--- src/rtl/scoreboard.sv ---
// Register scoreboard between decode and execute: per-register pending-write counters,
// RAW/WAW-limit stalls, and a RUN/DRAIN/SERIAL gate for serializing instructions.
module scoreboard #(
  parameter int unsigned MAX_INFLIGHT = 3
) (
  input  logic        clk,
  input  logic        rst_n,
  input  logic        D_valid_i,
  input  logic [4:0]  rs1_i,
  input  logic [4:0]  rs2_i,
  input  logic [4:0]  rd_i,
  input  logic        use_rs1_i,
  input  logic        use_rs2_i,
  input  logic        wenReg_i,
  input  logic        wenCsr_i,
  input  logic        E_ready_i,
  output logic        d_valid_o,
  output logic        d_ready_o,
  input  logic        wb_valid_i,
  input  logic [4:0]  wb_rd_i,
  input  logic        wb_wenReg_i,
  input  logic        flush_i,
  output logic        busy_o,
  output logic        err_o,
  output logic [31:0] stall_cnt_o
);

  localparam int unsigned CW   = 3;
  localparam int unsigned RW   = 5;
  localparam int unsigned NREG = 32;
  localparam int unsigned SW   = 32;

  localparam logic [1:0] RUN    = 2'd0;
  localparam logic [1:0] DRAIN  = 2'd1;
  localparam logic [1:0] SERIAL = 2'd2;

  logic [CW-1:0] cnt_q  [1:NREG-1];
  logic [CW-1:0] cnt_d  [1:NREG-1];
  logic [CW-1:0] cnt_rd [0:NREG-1];
  logic [1:0]    state_q;
  logic [1:0]    state_d;
  logic          any_nz;
  logic          raw;
  logic          waw;
  logic          gate;
  logic          stall;
  logic          fire;
  logic          underflow;

  // Read view of the counters with x0 hardwired to zero
  always_comb begin
    cnt_rd[0] = '0;
    any_nz    = 1'b0;
    for (int i = 1; i < NREG; i++) begin
      cnt_rd[i] = cnt_q[i];
      any_nz    = any_nz | (cnt_q[i] != '0);
    end
  end

  // Hazard detection and handshake, all against pre-edge counter values
  always_comb begin
    raw = (use_rs1_i && (cnt_rd[rs1_i] != '0)) || (use_rs2_i && (cnt_rd[rs2_i] != '0));
    waw = wenReg_i && (rd_i != '0) && (cnt_rd[rd_i] == CW'(MAX_INFLIGHT));
    case (state_q)
      RUN:     gate = D_valid_i && wenCsr_i;
      DRAIN:   gate = any_nz;
      default: gate = 1'b1;
    endcase
    stall     = raw || waw || gate;
    d_valid_o = D_valid_i && !stall && !flush_i;
    d_ready_o = E_ready_i && !stall;
    fire      = d_valid_o && E_ready_i;
    busy_o    = (state_q != RUN) || any_nz;
  end

  // Serialization FSM next-state
  always_comb begin
    state_d = state_q;
    if (flush_i) begin
      state_d = RUN;
    end else begin
      case (state_q)
        RUN:     if (D_valid_i && wenCsr_i) state_d = DRAIN;
        DRAIN:   if (fire) state_d = SERIAL;
        SERIAL:  if (wb_valid_i) state_d = RUN;
        default: state_d = RUN;
      endcase
    end
  end

  // Counter next values; a matched issue+writeback on one register cancels out
  always_comb begin
    underflow = 1'b0;
    for (int i = 1; i < NREG; i++) begin
      logic inc;
      logic dec;
      inc      = fire && wenReg_i && (rd_i == RW'(i));
      dec      = wb_valid_i && wb_wenReg_i && (wb_rd_i == RW'(i));
      cnt_d[i] = cnt_q[i];
      if (inc && !dec) begin
        cnt_d[i] = cnt_q[i] + CW'(1);
      end else if (dec && !inc) begin
        if (cnt_q[i] == '0) underflow = 1'b1;
        else                cnt_d[i] = cnt_q[i] - CW'(1);
      end
    end
  end

  always_ff @(posedge clk or negedge rst_n) begin
    if (!rst_n) state_q <= RUN;
    else        state_q <= state_d;
  end

  always_ff @(posedge clk or negedge rst_n) begin
    if (!rst_n) begin
      for (int i = 1; i < NREG; i++) cnt_q[i] <= '0;
    end else begin
      for (int i = 1; i < NREG; i++) cnt_q[i] <= flush_i ? CW'(0) : cnt_d[i];
    end
  end

  always_ff @(posedge clk or negedge rst_n) begin
    if (!rst_n) begin
      err_o       <= 1'b0;
      stall_cnt_o <= '0;
    end else begin
      if (!flush_i && underflow)          err_o       <= 1'b1;
      if (D_valid_i && stall && !flush_i) stall_cnt_o <= stall_cnt_o + SW'(1);
    end
  end

endmodule
--- config.mk ---
export PLATFORM = sky130hd
export DESIGN_NAME = scoreboard
export DESIGN_NICKNAME = d
export VERILOG_FILES = /design/src/rtl/scoreboard.sv
export SDC_FILE = /design/constraint.sdc
export NUM_CORES = 1
export LEC_CHECK = 0
export CAP_MARGIN = 0
export CORE_MARGIN = 4
export CORE_UTILIZATION = 65
export CTS_BUF_LIST = sky130_fd_sc_hd__clkbuf_16
export DETAILED_ROUTE_END_ITERATION = 16
export PLACE_DENSITY = 0.87
export SYNTH_ARGS = -nofsm -noshare
export SYNTH_HDL_FRONTEND = slang
export SYNTH_SLANG_ARGS = --single-unit
--- constraint.sdc ---
create_clock -name clk -period 6.7 [get_ports clk]
set_input_delay 0.67 -clock clk [delete_from_list [all_inputs] [get_ports clk]]
set_output_delay 0.67 -clock clk [all_outputs]
set_load 0.05 [all_outputs]
==> results.cfg <==
[outcome]
outcome = completed

[setup_path]
cp_max_fo = 26
path_cells = clkdlybuf4s50_1 > buf_4 > nand2_1 > o32a_1 > a31oi_1 > and4bb_2 > a21boi_0 > o2111ai_1 > nor2_1 > clkdlybuf4s50_1
worstPathArrival_ps = 5000
r2r_start = cnt_q[66]
critPathRequiredTime_ps = 6030
critPathLaunchType = input pin
crit_path_top_delay_cell = clkdlybuf4s50_1
reg2reg_to = cnt_q[73]
slowest_delay_ps = 1010
cpMostUsedCell = clkdlybuf4s50_1
setup.worst_path.end_class = primary output
critPathKind = in2out
reg2reg_depth = 11
reg2reg_slack_ps = 2040
worst-path-buf-inv = 3
cp_top_family = buffers and inverters

[sta]
fmax_mhz = 176
rsz0062_at_grt = false
period_needed_ps = 5670
relSlewSlack_pct = 30.3
fin_skew_ps = 12.5
totalNegativeSetupSlack_ps = 0
period_share_pct = 84.7
setup_viol = 0
finalHoldViolCount = 0
slew_violations = 0
worstMarginPinSlew_ps = 1050
setup_ws_ps = 1030

[pwr]
power_frac_clock_pct = 45.5
combPwrFrac_pct = 15.1
p_switching_mw = 0.656
p_leak_nw = 4.65
seqPwrFrac_pct = 39.3
p_int_mw = 1.41
p_per_area_nw_per_um2 = 185
swShare_pct = 31.7
vdd_drop_max_uv = 235

[floorplanning]
core_area_sq_um = 14600
num_rows = 44
io_pins = 67
die_h_um = 131
die_area_sq_um = 17100
die_w_um = 131
start_util_pct = 66.8

[routing]
dr.pass1.iters = 8
vias = 9670
drt_iter0_markers = 1544
via_per_inst = 7.01
routed_wl_um = 33700
drcViolationCount = 0
ant_nets = 0
wire_per_inst_um = 24.4

[global_routing]
grt_pass1_vias = 9511
antenna_found_initial = 0
grt.total_usage_pct = 40.3
grt_max_degree = 98
grt_pass1_wl_um = 52400
overflow = 0

[cts]
cts_resized = 0
clkSinkCount = 128
cts_buffer_depth = 2
ctsHoldBuffers = 0
path_clk_slew_ps = 60
h-tree-depth = 4
cts_made_buffers = 17
cts-root-buf = clkbuf_16
cts_tree = done
cts_setup_buffers = 0
insertion_delay_ps = 440

[yosys]
seq_area_frac_synth_pct = 32.7
yosys_register_bits = 128
synth-edff-count = 0
synthDistinctLibCells = 72
ys.flop_type = dfrtp_1
async_reset_ff_share_pct = 100
synth_cells = 1132
netlist_area_sq_um = 9780
postSynthAreaPerCell_sq_um = 8.64
yosysWarnings = 0
synth_nets = 1195

[run]
cap_viol_max_count = 0

[placed_design]
place_ws_ps = 1190
io_buffers = 66
dp_hpwl_um = 24800
gp_congestion = 1.07

[final_layout]
drive_gt1_share_pct = 7.36
nets = 1245
finalCoreUtilization_pct = 76.4
areaGrowthSynthToFinish_pct = 14.3
antenna_cells = 0
fill_cells = 1008

[hold_path]
hp-class = in2async
[synth_stat cells (7+ instances only)]
| cell | count | area [sq um] |
|---|---|---|
| o211ai_1 | 18 | 135 |
| mux4_2 | 10 | 225 |
| nand4_1 | 27 | 169 |
| nor4_1 | 20 | 125 |
| a211oi_1 | 37 | 278 |
| xor2_1 | 18 | 158 |
| a2111oi_0 | 13 | 114 |
| nand3_1 | 36 | 180 |
| nor2_1 | 149 | 559 |
| mux2i_1 | 25 | 250 |
| and3_1 | 24 | 150 |
| buf_2 | 15 | 75.1 |
| o311ai_0 | 12 | 105 |
| or4_1 | 11 | 82.6 |
| a31oi_1 | 10 | 62.6 |
| xnor2_1 | 75 | 657 |
| fa_1 | 31 | 621 |
| nand2_1 | 63 | 236 |
| nor3_1 | 66 | 330 |
| o311a_1 | 8 | 80.1 |
| nor4b_1 | 7 | 61.3 |
| o21ai_0 | 7 | 35.0 |
| clkbuf_1 | 37 | 139 |
| nand3b_1 | 10 | 75.1 |
| nor2b_1 | 26 | 163 |
| a21oi_1 | 16 | 80.1 |
| or3_1 | 25 | 156 |
| o31ai_1 | 9 | 67.6 |
| nand2b_1 | 12 | 75.1 |
| dfrtp_1 | 128 | 3200 |
| inv_1 | 94 | 353 |
[routing by layer]
layer	up-vias	track usage, %	wire length, um
met5	-	0	0
met4	0	16.9	1530
met3	145	10.7	4080
met2	750	63.4	15300
met1	4607	53.0	12700
li1	4168	-	-
[cells by family (layout without fill, tap and decap cells)]
family / count (synthesis) / count (layout) / synth area share (%)
flip-flops: 128 / 128 / 32.7
multiplexers: 40 / 40 / 5.44
AND/OR/NAND/NOR: 507 / 507 / 26.8
AO/OA/AOI/OAI: 181 / 181 / 14.1
adder cells (fa/ha/maj): 32 / 32 / 6.47
XOR/XNOR: 93 / 93 / 8.33
buffers and inverters: 151 / 214 / 6.06
[layout make-up]
class	count	area [sq um]	share of cell area (%)
clock buffers	17	425	3.80
clock inverters	15	165	1.48
inverters	94	353	3.16
multi-input cells	853	5990	53.5
flip-flops and latches	128	3200	28.6
well taps	184	230	2.06
repair buffers	88	818	7.32
[worst max-delay path by stage]
stage | slack [ps] | end | from | cells after the start
after floorplan | 2380 | d_valid_o | rs1_i[0] | 7
after global placement | 1240 | d_ready_o | rd_i[1] | 10
after detailed placement | 1190 | d_ready_o | rd_i[1] | 10
after CTS | 1150 | d_ready_o | rd_i[1] | 10
after global routing | 870 | d_ready_o | rd_i[1] | 10
final | 1030 | d_ready_o | rd_i[1] | 10
[registers in the layout, indices dropped and copies added (netlist names)]
name         flops
stall_cnt_o     32
err_o            1
state_q          2
cnt_q           93
[stage by stage]
step	hold WS [ps]	power [mW]	cell area, sq um	std cells
after floorplan	374	1.00	9780	1132
after global placement	465	1.13	10600	1347
after detailed placement	473	1.13	10600	1347
after CTS	337	2.06	11200	1379
after global routing	368	2.13	11200	1379
final	309	2.07	11200	1379
[worst register-to-register path, stage by stage (launching register included)]
cell and delay (ps):
dfrtp_1 450, nor3_1 570, nand4_1 170, nor4_1 790, a31oi_1 180, nor2_1 120, buf_4 220, nand4_2 590
nor3_1 620, fa_1 500, nor2b_1 140, a211oi_1 210
[placed cells by master (no fill, tap or decap), drive strengths merged, types with 17 or more instances in the layout]
cell type	count
nand2	63
o211ai	18
clkdlybuf4s50	64
xor2	18
nand3	36
dfrtp	128
fa	31
nor2b	26
inv	103
and3	24
mux2i	25
nand4	28
nor3	67
xnor2	75
or3	25
a211oi	37
clkbuf	17
buf	24
nor2	149
nor4	22
[power groups by stage]
stage	Combinational (mW)	Sequential (mW)	Clock, mW
6_report	0.313	0.814	0.943
2_1_floorplan	0.124	0.876	0
4_1_cts	0.305	0.814	0.943
5_1_grt	0.326	0.816	0.986
3_3_place_gp	0.301	0.825	0
3_5_place_dp	0.303	0.827	0
No activity file was read; power rests on OpenSTA's default activity.
